==> src/rtl/i2c_bit_timer.sv <==
// i2c_bit_timer: bit/phase sequencer for an I2C master.
// Splits every SCL bit into four quarters of CLK_DIV system clocks and
// walks a bit counter from 1 to FRAME_LEN. It pulses done at the end of a
// frame and returns to idle.
// Optional feature: define I2C_BIT_TIMER_STRETCH_EN to honour slave clock
// stretching. While SCL should be high (quarter 2) but the line is sensed low,
// the prescaler is held.
module i2c_bit_timer #(
  parameter int CLK_DIV   = 125,
  parameter int FRAME_LEN = 29
) (
  input  logic       clk,
  input  logic       reset,
  input  logic       start,
  input  logic       abort,
  input  logic       scl_in,
  output logic       ready,
  output logic [5:0] counter,
  output logic [1:0] scl_phase,
  output logic       scl_out,
  output logic       phase_tick,
  output logic       bit_tick,
  output logic       done
);

  localparam int PW = $clog2(CLK_DIV);
  localparam logic [PW-1:0] PRE_LAST = PW'(CLK_DIV - 1);
  localparam logic [5:0]    CNT_LAST = 6'(FRAME_LEN);

`ifdef I2C_BIT_TIMER_STRETCH_EN
  typedef enum logic [1:0] {IDLE, RUN, STRETCH} state_t;
`else
  typedef enum logic [1:0] {IDLE, RUN} state_t;
`endif

  state_t        state_q, state_d;
  logic [PW-1:0] pre_q, pre_d;
  logic [5:0]    cnt_q, cnt_d;
  logic [1:0]    phase_q, phase_d;
  logic          ready_q, ready_d;
  logic          scl_out_q, scl_out_d;
  logic          phase_tick_q, phase_tick_d;
  logic          bit_tick_q, bit_tick_d;
  logic          done_q, done_d;
  logic          stall;

`ifndef I2C_BIT_TIMER_STRETCH_EN
  // Without stretching the sensed SCL line has no influence on timing.
  logic unused_scl_in;
  assign unused_scl_in = scl_in;
`endif

  // Next-state logic: frame acceptance, prescaler/phase/bit stepping, completion and cancel.
  always_comb begin
    state_d      = state_q;
    pre_d        = pre_q;
    cnt_d        = cnt_q;
    phase_d      = phase_q;
    ready_d      = ready_q;
    scl_out_d    = scl_out_q;
    phase_tick_d = 1'b0;
    bit_tick_d   = 1'b0;
    done_d       = 1'b0;
    stall        = 1'b0;

    if (state_q == IDLE) begin
      if (start && !abort) begin
        state_d    = RUN;
        pre_d      = '0;
        cnt_d      = 6'd1;
        phase_d    = 2'd0;
        ready_d    = 1'b0;
        scl_out_d  = 1'b0;
        bit_tick_d = 1'b1;
      end
    end else if (abort) begin
      state_d   = IDLE;
      pre_d     = '0;
      cnt_d     = 6'd0;
      phase_d   = 2'd0;
      ready_d   = 1'b1;
      scl_out_d = 1'b1;
    end else begin
`ifdef I2C_BIT_TIMER_STRETCH_EN
      // A slave holding SCL low during the high quarter freezes the bit.
      stall = (phase_q == 2'd2) && !scl_in;
`endif
      if (stall) begin
`ifdef I2C_BIT_TIMER_STRETCH_EN
        state_d   = STRETCH;
`endif
        scl_out_d = 1'b1;
      end else begin
        state_d = RUN;
        if (pre_q == PRE_LAST) begin
          pre_d        = '0;
          phase_d      = phase_q + 2'd1;
          phase_tick_d = 1'b1;
          scl_out_d    = phase_d[1];
          if (phase_q == 2'd3) begin
            if (cnt_q == CNT_LAST) begin
              state_d   = IDLE;
              cnt_d     = 6'd0;
              phase_d   = 2'd0;
              ready_d   = 1'b1;
              scl_out_d = 1'b1;
              done_d    = 1'b1;
            end else begin
              cnt_d      = cnt_q + 6'd1;
              bit_tick_d = 1'b1;
            end
          end
        end else begin
          pre_d = pre_q + 1'b1;
        end
      end
    end
  end

  // State and registered outputs; reset forces the idle picture at once.
  always_ff @(posedge clk or posedge reset) begin
    if (reset) begin
      state_q      <= IDLE;
      pre_q        <= '0;
      cnt_q        <= 6'd0;
      phase_q      <= 2'd0;
      ready_q      <= 1'b1;
      scl_out_q    <= 1'b1;
      phase_tick_q <= 1'b0;
      bit_tick_q   <= 1'b0;
      done_q       <= 1'b0;
    end else begin
      state_q      <= state_d;
      pre_q        <= pre_d;
      cnt_q        <= cnt_d;
      phase_q      <= phase_d;
      ready_q      <= ready_d;
      scl_out_q    <= scl_out_d;
      phase_tick_q <= phase_tick_d;
      bit_tick_q   <= bit_tick_d;
      done_q       <= done_d;
    end
  end

  assign ready      = ready_q;
  assign counter    = cnt_q;
  assign scl_phase  = phase_q;
  assign scl_out    = scl_out_q;
  assign phase_tick = phase_tick_q;
  assign bit_tick   = bit_tick_q;
  assign done       = done_q;

endmodule

==> config.mk <==
export PLATFORM = sky130hd
export DESIGN_NAME = i2c_bit_timer
export DESIGN_NICKNAME = d
export VERILOG_FILES = /design/src/rtl/i2c_bit_timer.sv
export SDC_FILE = /design/constraint.sdc
export NUM_CORES = 1
export LEC_CHECK = 0
export ABC_CLOCK_PERIOD_IN_PS = 1450
export BUFFER_PORTS_ARGS = -buffer_cell sky130_fd_sc_hd__buf_2
export CORE_ASPECT_RATIO = 1.4
export CORE_MARGIN = 10
export CORE_UTILIZATION = 45
export DETAILED_ROUTE_END_ITERATION = 10
export PLACE_DENSITY = 0.7
export SLEW_MARGIN = 20
export SYNTH_ARGS = -nofsm -noshare
export SYNTH_HDL_FRONTEND = slang
export SYNTH_SLANG_ARGS = --single-unit
==> constraint.sdc <==
create_clock -name clk -period 1.45 [get_ports clk]
set_input_delay 0.145 -clock clk [delete_from_list [all_inputs] [get_ports clk]]
set_output_delay 0.145 -clock clk [all_outputs]
set_load 0.005 [all_outputs]
**Word-level counts from Yosys, hierarchy flattened**

Cells that the tools add are included.

- $add $sub $neg: 3
- Eq/ne operators: 4
- Mux-type cells: 47
- Reductions and logical operators: 9

Operators with widths:

| cell | number |
|---|---|
| 6-bit two-way mux | 6 |
| 1-bit two-way mux | 29 |
| 7-bit two-way mux | 4 |
| 2-bit two-way mux | 8 |
| 3-bit nonzero test | 3 |
| 7-bit by 1-bit adder with 7-bit output, second input constant | 1 |
| 7-bit == test, second input constant | 1 |
| 6-bit by 1-bit adder with 6-bit output, second input constant | 1 |
| 6-bit by 5-bit == test with 1-bit output, second input constant | 1 |
| 4-bit AND reduction | 1 |
| 3-bit AND reduction | 1 |
| 2-bit by 1-bit adder with 2-bit output, second input constant | 1 |
| 2-bit == test, second input constant | 1 |
| 2-bit zero test | 1 |
| 2-bit by 1-bit != test with 1-bit output, second input constant | 1 |
| 2-bit AND reduction | 1 |
| 1-bit logical AND | 1 |
| 1-bit zero test | 1 |

- Register bits after elaboration: 22
- Bits of input ports: 5
- Output and inout bits: 13
- Logic and storage cells: 72

**Logic depth before layout (Yosys ltp)**

Gate-level depths: netlist of the first run.

- Depth in word-level cells: 6
- Depth in mapped cells: 6
- Depth with buffers taken out: 6

**Worst setup path before layout of the first run**

No wires, ideal clock.

- Path kind: register -> register
- Start point: register pre_q[0]
- End point: register cnt_q[1], in the netlist counter[1]
- Setup time: 104 ps
- Arrival: 1483 ps
- Required time: 1346 ps
- Path slack: -137 ps
- Cell stages (with the launch flop): 7
- Period minus slack after synthesis: 1587 ps
- Path through: dfrtp_1 -> inv_1 -> ha_1 -> nand4_4 -> o21a_4 -> or2_4 -> o41ai_2

- Longest elaborated chain between the ends: 3

Ends and longest elaborated chain:

| what | RTL line | source |
|---|---|---|
| start, declared | 37 | `logic [PW-1:0] pre_q, pre_d;` |
| start signal, assigned | 134 | `pre_q <= pre_d;` |
| 7-bit == test | 95 | `if (pre_q == PRE_LAST) begin` |
| 3-bit nonzero test (no source line) | -- |  |
| 3-bit AND reduction (no source line) | -- |  |
| end signal, assigned | 135 | `cnt_q <= cnt_d;` |
| end, declared | 38 | `logic [5:0] cnt_q, cnt_d;` |

No other way between the ends.
A chain may end at the register's enable or synchronous reset.

**Worst setup path after layout of the first run**

- Start point: register cnt_q[0], in the netlist counter[0]
- End point: register cnt_q[1], in the netlist counter[1]

- Longest elaborated chain between the ends: 6
- Elaborated cells between the ends (all ways): 7
- Those cells by class: add/sub (1); eq/ne (1); mux (5)

Ends and longest elaborated chain:

| what | RTL line | source |
|---|---|---|
| 6-bit by 1-bit adder with 6-bit output / 6-bit by 5-bit == test with 1-bit output (equally long branches) | 109, 101 |  |
| 6-bit two-way mux (*) | 101 | `if (cnt_q == CNT_LAST) begin` |
| 6-bit two-way mux (*) | 100 | `if (phase_q == 2'd3) begin` |
| 6-bit two-way mux (*) | 95 |  |
| 6-bit two-way mux (*) | 76 | `end else if (abort) begin` |
| 6-bit two-way mux (*) | 66 | `if (state_q == IDLE) begin` |

Every way passes the cells marked *; elsewhere a longest branch is shown, timed or not. The select of a mux whose other input is x is not followed.

==> metrics.txt, run 1 <==
status complete, but fails checks; failing checks negative setup slack; Synth-to-Final Area Change 36.4%; Max transition margin 0.696; layout cell share with drive strength beyond 1 0.476; Netlist cell types 42; overall power 1.22 mW; Die Area 5170 µm²; RSZ-0062 raised after global routing true; mapped cell area 1200 µm²; Syn Inst Count 121; hpwl dp 2.36 mm; CP Launch Type register; pwr/cell area 745 nW/µm²; Die X-Extent 63.7 µm; critical path depth 5; vias in the first global route 1,180; I/O Pins 18; max-slew violations 0; max frequency 658 MHz; hold_sp start; largest net degree at the start of global routing 13; core area 2590 µm²; synth cell count leaders dfrtp_1 (19), nor2_1 (10), o21ai_0 (10); H-tree depth 1; Leak 0.785 nW; CP delay by family, top flip-flops; peak supply drop 0.572 mV; Clock Path Buffers 2; Total Wirelength 3.23 mm; WP buf/inv 1; Buffers on Ports 16; most numerous cell in the Yosys netlist dfrtp_1; synth top area cells dfrtp_1 (40%), ha_1 (5.2%), dfstp_2 (4.4%), o21ai_0 (4.2%), nor3_1 (3.3%); area share of the leading cell type in the synthesized netlist 0.396; setup slack, reg-to-reg -0.07 ns; Crit Path Category reg2reg; reg2reg end counter[1]; Mapped Avg Cell Area 9.93 µm²; clk_skew 0.00528 ns; cells along the critical path ha_1 > and2b_2 > and2_4 > buf_4 > o41ai_2; Clock transition at path regs 0.12 ns; TritonCTS buffer count 3; Tightest Pin Transition 0.456 ns; initial antenna violation count 0; vias 1,123; Worst Setup End Kind register; Total Nets Final 181; grt ovf 0; row count 22; Root Buffer Master clkbuf_4; fin area 1640 µm²; Num Clock Sinks 21; ys flop type dfrtp_1; Layout Utilization 0.633; Avg Vias per Cell 5.45; gr usage total 0.128; Die H 81.1 µm; First-pass DRT Iterations 4; worst slack at placement -0.122 ns; placer congestion estimate 0.787; Req. time, crit path 1.67 ns; syn_nets 131; TritonCTS clock tree built; Post-route DRC 0; Critical Path Max Stage Delay 0.44 ns; post-layout min period 1.52 ns; n_diodes 0; 1st-iter DRT viols 45; Min-Delay Path Class in2reg; final critical-path share of the clock period 1.05; largest area contributor in the netlist dfrtp_1; Async SR Flop Fraction 1.00; Area after DPL 1500 µm²; Synth Register Bits 21; FF-to-FF path depth 5; final setup fails 6; Seq. cell area 529 µm²; fill cell count 237; CP max-delay cell dfrtp_2; worst flop-to-flop path startpoint counter[0]; Setup WS post-layout -0.0697 ns; hold endpoint bit_tick; area taken by multi-input logic gates 668 µm²; number of synthesized flops with an enable pin 0; sequential fraction of the synthesis area 0.440; WP data arrival 1.74 ns; number of synthesis warnings 0; Antenna Nets Post-Route 0; Max Cap Viol 0; routed length per instance 15.7 µm; Clk Latency, worst-skew pair 0.31 ns; Hold Path Cell Cnt 3; CP Max Fanout 5; first-pass GRT wire length 5.37 mm; initial cell density of the core 0.464; final hold vios 0
-- worst min-delay path, cell delays in order --
cell      delay [ns]
buf_2           0.12
nand2b_1        0.06
a21oi_1         0.05
-- metrics by stage --
| step | hold WS (ns) | TNS, ns | std cells |
|---|---|---|---|
| 2_1_floorplan | 0.120 | -0.00911 | 121 |
| 3_3_place_gp | 0.166 | -0.109 | 196 |
| 3_5_place_dp | 0.164 | -0.553 | 196 |
| 4_1_cts | 0.103 | -0.556 | 205 |
| 5_1_grt | 0.105 | -1.22 | 206 |
| 6_report | 0.100 | -0.122 | 206 |
-- where the power goes --
| part | switching [mW] | internal [mW] |
|---|---|---|
| clock | 0.189 | 0.103 |
| sequential | 0.0232 | 0.619 |
| combinational | 0.141 | 0.145 |
| total | 0.354 | 0.867 |
-- flip-flops by register name (all words and copies together) (netlist names) --
name        flops
ready           1
done            1
phase_tick      1
scl_phase       2
pre_q           7
counter         6
scl_out         1
state_q         1
bit_tick        1
-- placed cells by master (no fill, tap or decap), drive strengths merged --
master	n
nand4	3
a31o	2
and3	3
or2	2
nor2b	2
o31a	1
nand3	6
o31ai	1
or3	2
o211ai	1
dfrtp	19
a22o	1
nand2	5
o221ai	1
clkbuf	3
o41ai	1
inv	8
o21ai	10
ha	5
clkinv	1
a211oi	2
o22ai	1
a21oi	5
o2111ai	2
buf	49
a311oi	2
nand2b	3
nor3	8
o21a	1
a32o	1
and2b	1
and2	1
nor2	10
dlygate4sd3	1
xor2	4
dfstp	2
-- final cells by class --
class / count / share of cell area
multi-input cells: 87 / 0.408
flip-flops and latches: 21 / 0.323
repair buffers: 50 / 0.206
well taps: 36 / 0.0275
inverters: 8 / 0.0183
clock buffers: 3 / 0.0138
clock inverters: 1 / 0.00306
-- metal layers --
layer	vias to the layer above	part of all wire	global-route usage
li1	537	-	-
met1	559	0.39	0.128
met2	18	0.57	0.256
met3	9	0.021	0.0220
met4	0	0.026	0.0439
met5	-	0	0
-- cells by family after synthesis --
group | synth area share
AO/OA/AOI/OAI | 0.196
XOR/XNOR | 0.0292
adder cells (fa/ha/maj) | 0.0521
buffers and inverters | 0.0594
flip-flops | 0.440
AND/OR/NAND/NOR | 0.224
-- how the worst max path moves through the flow --
stage                           from         end
after global placement      pre_q[1]  counter[1]
after detailed placement    pre_q[1]  counter[5]
final                     counter[0]  counter[1]
after floorplan             pre_q[0]  counter[1]
after CTS                   pre_q[1]  counter[1]
after global routing        pre_q[1]  counter[1]
-- repair_timing --
item / 4_1_cts / 5_1_grt
setup buffers: 4 / 1
hold buffers: 1 / 0
resized for setup: 8 / 9
endpoints found under the hold margin: 8 / 0
setup endpoints to repair: 14 / 17
pin swaps: 2 / 2
No activity file was read; power rests on OpenSTA's default activity.
==> run 2: changes to the inputs <==
--- a/config.mk
+++ b/config.mk
@@ -12,6 +12,7 @@
 export CORE_UTILIZATION = 45
 export DETAILED_ROUTE_END_ITERATION = 10
 export PLACE_DENSITY = 0.7
+export RECOVER_POWER = 100
 export SLEW_MARGIN = 20
 export SYNTH_ARGS = -nofsm -noshare
 export SYNTH_HDL_FRONTEND = slang
==> run 2 against run 1 <==
  * First-iteration DRC count shrank 42%
  * The run still ends with negative setup slack left
  * Power shrank 0.22%
  * Sequential power barely moved
  * Combinational power about the same
==> metrics.txt, run 2 (synthesized netlist as in run 1, its figures left out) <==
status complete, but fails checks; failing checks negative setup slack; Die X-Extent 63.7 µm; post-route setup TNS -0.102 ns; vias 1,125; WP data arrival 1.73 ns; I/O Pins 18; core area 2590 µm²; initial cell density of the core 0.464; Total Nets Final 181; Antenna Nets Post-Route 0; cells along the critical path ha_1 > and2b_2 > and2_4 > buf_4 > o41ai_2; most flop-heavy register pre_q; Max Cap Viol 0; Buffers on Ports 16; Die Area 5170 µm²; hpwl dp 2.36 mm; Die H 81.1 µm; peak supply drop 0.567 mV; max frequency 661 MHz; Leak 0.750 nW; overall power 1.22 mW; row count 22; leading cell types in the layout, fill and taps excluded buf_4 (28), dfrtp_1 (18), buf_2 (11), nor2_1 (9); TritonCTS clock tree built; 1st-iter DRT viols 26; max reg flops 7; final setup fails 3; Root Buffer Master clkbuf_4; final critical-path share of the clock period 1.04; RSZ-0062 raised after global routing true; clk_skew 0.00854 ns; Clk Latency, worst-skew pair 0.31 ns; Clock transition at path regs 0.13 ns; gr usage total 0.128; Min-Delay Path Class in2reg; First-pass DRT Iterations 4; Tightest Pin Transition 0.454 ns; CP max-delay cell dfrtp_2; H-tree depth 1; final hold vios 0; vias in the first global route 1,180; most common cell after layout, fill and taps aside buf_4; Worst Setup End Kind register; Num Clock Sinks 21; Clock Path Buffers 2; worst slack at placement -0.122 ns; Synth-to-Final Area Change 34.7%; largest net degree at the start of global routing 13; n_diodes 0; first-pass GRT wire length 5.37 mm; layout cell share with drive strength beyond 1 0.429; routed length per instance 15.7 µm; placer congestion estimate 0.787; initial antenna violation count 0; TritonCTS buffer count 3; Setup WS post-layout -0.0621 ns; Max transition margin 0.697; Crit Path Category reg2reg; Post-route DRC 0; Critical Path Max Stage Delay 0.44 ns; Req. time, crit path 1.67 ns; Avg Vias per Cell 5.46; CP Launch Type register; grt ovf 0; Layout Utilization 0.625; pwr/cell area 753 nW/µm²; post-layout min period 1.51 ns; CP Max Fanout 5; max-slew violations 0; Total Wirelength 3.22 mm
run 2: cell count changes in the layout (fill, tap and decap cells not counted):
cell and delta:
clkbuf_4 +1, buf_4 -5, clkbuf_1 +8, buf_2 -5, clkbuf_2 +1
run 2: metrics by stage:
step	hold WS, ns	cells	cell area (µm²)
floorplan	0.120	121	1210
global placement	0.166	196	1500
detailed placement	0.164	196	1500
CTS	0.103	205	1600
global route	0.105	206	1620
finish	0.105	206	1620
run 2: final cells by class:
class / count / area [µm²]
inverters: 8 / 30.0
fillers: 244 / 970
well taps: 36 / 45.0
clock inverters: 1 / 5.00
repair buffers: 50 / 318
clock buffers: 3 / 22.5
multi-input cells: 87 / 668
flip-flops and latches: 21 / 529
run 2: final timing paths:
kind / start / to / slack [ns] / cells past startpoint
setup / recovery: counter[0] / counter[1] / -0.06 / 5
hold / removal: start / bit_tick / 0.10 / 3
setup reg to reg: counter[0] / counter[1] / -0.06 / 5
hold reg to reg: ready / ready / 0.55 / 2
max in group asynchronous: reset / pre_q[1] / 0.43 / 4
min in group asynchronous: reset / counter[5] / 0.36 / 3
run 2: what timing repair did:
| item | 4_1_cts | 5_1_grt |
|---|---|---|
| pin swaps | 2 | 2 |
| endpoints found under the setup margin | 14 | 17 |
| hold buffers | 1 | 0 |
| buffers inserted | 4 | 1 |
| hold endpoints to repair | 8 | 0 |
| resized for setup | 8 | 9 |
run 2: layer usage:
layer | up-vias | GRT usage | routed length [µm]
li1 | 536 | - | -
met1 | 556 | 0.128 | 1210
met2 | 24 | 0.256 | 1850
met3 | 9 | 0.0220 | 92
met4 | 0 | 0.0439 | 74
met5 | - | 0 | 0
run 2: critical path, delay by kind of cell, from the launching register on:
kind / cells / cell delay [ns]
and+or+nand+nor: 2 / 0.39
DFF: 1 / 0.44
buffers and inverters: 1 / 0.13
AOI/OAI and AO/OA: 1 / 0.27
adders and majority gates: 1 / 0.19
run 2: power breakdown:
part           switching [mW]  internal (mW)
logic                   0.141          0.142
registers              0.0232          0.619
clock network           0.190          0.103
total                   0.354          0.864
==> run 3: changes to the inputs <==
--- a/config.mk
+++ b/config.mk
@@ -13,6 +13,7 @@
 export DETAILED_ROUTE_END_ITERATION = 10
 export PLACE_DENSITY = 0.7
 export RECOVER_POWER = 100
+export SETUP_SLACK_MARGIN = 0.02
 export SLEW_MARGIN = 20
 export SYNTH_ARGS = -nofsm -noshare
 export SYNTH_HDL_FRONTEND = slang
==> run 3 against run 2 <==
  * The run still ends with negative setup slack left
  * Via count fell by 2.6%
  * Global-route usage fell by 1.0 points
  * Sequential share of layout area rose by 0.31 points
  * Power fell by 0.26%
  * Clock power barely moved
==> metrics.txt, run 3 (synthesized netlist as in run 1, its figures left out) <==
status complete, but fails checks; failing checks negative setup slack; placer congestion estimate 0.812; Layout Utilization 0.619; most common cell after layout, fill and taps aside buf_4; Post-route DRC 0; grt ovf 0; Max transition margin 0.636; RSZ-0062 raised after global routing true; H-tree depth 1; final critical-path share of the clock period 1.06; Die H 81.1 µm; cells along the critical path inv_1 > ha_2 > nand4_4 > o21a_4 > or2_4 > o41ai_2; Avg Vias per Cell 5.35; Synth-to-Final Area Change 33.4%; TritonCTS buffer count 3; Crit Path Category reg2reg; Tightest Pin Transition 0.546 ns; max reg flops 7; Max Cap Viol 0; fill cell count 238; Int Pwr 0.871 mW; Total Wirelength 2.94 mm; Clk Latency, worst-skew pair 0.31 ns; Setup WS post-layout -0.0860 ns; I/O Pins 18; fin area 1600 µm²; Buffers on Ports 16; switching part of the total power 0.283; Reg power frac 0.528; row count 22; vias 1,096; CP Launch Type register; WP buf/inv 1; Req. time, crit path 1.67 ns; 1st-iter DRT viols 35; core area 2590 µm²; most flop-heavy register pre_q; Leak 0.750 nW; Seq. cell area 529 µm²; CP max-delay cell dfrtp_1; peak supply drop 0.753 mV; gr usage total 0.118; first-pass GRT wire length 4.95 mm; Num Clock Sinks 21; initial cell density of the core 0.464; final setup fails 12; Min-Delay Path Class in2reg; Root Buffer Master clkbuf_4; First-pass DRT Iterations 4; pwr/cell area 758 nW/µm²; leading cell types in the layout, fill and taps excluded buf_4 (26), dfrtp_1 (18), buf_2 (13), nor2_1 (9), o21ai_0 (9); Die X-Extent 63.7 µm; max frequency 651 MHz; Clock transition at path regs 0.12 ns; initial antenna violation count 0; max-slew violations 0; CP delay by family, top compound AO/OA/AOI/OAI gates; CP Max Fanout 6; area taken by multi-input logic gates 652 µm²; Clk network pwr share 0.240; Area after DPL 1500 µm²; post-layout min period 1.54 ns; vias in the first global route 1,173; Logic pwr share 0.231; Antenna Nets Post-Route 0; TritonCTS clock tree built; hpwl dp 2.21 mm; clk_skew 0.00394 ns; Die Area 5170 µm²; overall power 1.21 mW; Total Nets Final 180; n_diodes 0; largest net degree at the start of global routing 22; final hold vios 0; post-route setup TNS -0.376 ns; Clock Path Buffers 2; Worst Setup End Kind register; P_sw 0.343 mW; WP data arrival 1.75 ns; layout cell share with drive strength beyond 1 0.408; routed length per instance 14.3 µm; Critical Path Max Stage Delay 0.39 ns
[run 3: power groups by stage]
stage / Clock (mW) / Sequential (mW) / Combinational, mW
after CTS: 0.307 / 0.641 / 0.267
after floorplan: 0 / 0.660 / 0.127
final: 0.292 / 0.642 / 0.281
after detailed placement: 0 / 0.653 / 0.248
after global placement: 0 / 0.652 / 0.242
after global routing: 0.328 / 0.646 / 0.311
[run 3: through the flow]
stage / setup slack [ns] / std cells / hold WS [ns]
after floorplan: -0.00911 / 121 / 0.120
after global placement: -0.0457 / 196 / 0.187
after detailed placement: -0.125 / 196 / 0.194
after CTS: -0.0691 / 204 / 0.0902
after global routing: -0.160 / 205 / 0.114
final: -0.0860 / 205 / 0.113
[run 3: layout make-up]
cell class,count,area share
Multi-Input combinational cell,87,0.407
Clock buffer,4,0.0164
Tap cell,36,0.0281
Inverter,8,0.0187
Sequential cell,21,0.330
Timing Repair Buffer,49,0.200
[run 3: worst paths after layout]
kind | startpoint | to | slack [ns] | cells past startpoint
max | pre_q[1] | counter[1] | -0.09 | 6
min | start | bit_tick | 0.11 | 3
max reg2reg | pre_q[1] | counter[1] | -0.09 | 6
min reg2reg | ready | ready | 0.55 | 2
max in group asynchronous | reset | counter[0] | 0.57 | 4
min in group asynchronous | reset | done | 0.50 | 4
[run 3: what timing repair did]
item	CTS	global route
resized for setup	2	9
setup buffers	3	1
endpoints found under the hold margin	19	0
pin swaps	1	1
endpoints found under the setup margin	15	18
hold buffers	1	0
[run 3: worst register-to-register path: cells and delay by family (launching register included)]
kind                       cells  cell delay, ns
AOI/OAI and AO/OA              2            0.44
DFF                            1            0.39
and+or+nand+nor                2            0.37
adders and majority gates      1            0.18
buffers and inverters          1            0.06
[run 3: routing by layer]
metal,wire (µm),part of all wire,global-route usage
met5,0,0,0
met4,38,0.013,0.0592
met3,61,0.021,0.0193
met2,1650,0.56,0.227
met1,1180,0.40,0.119
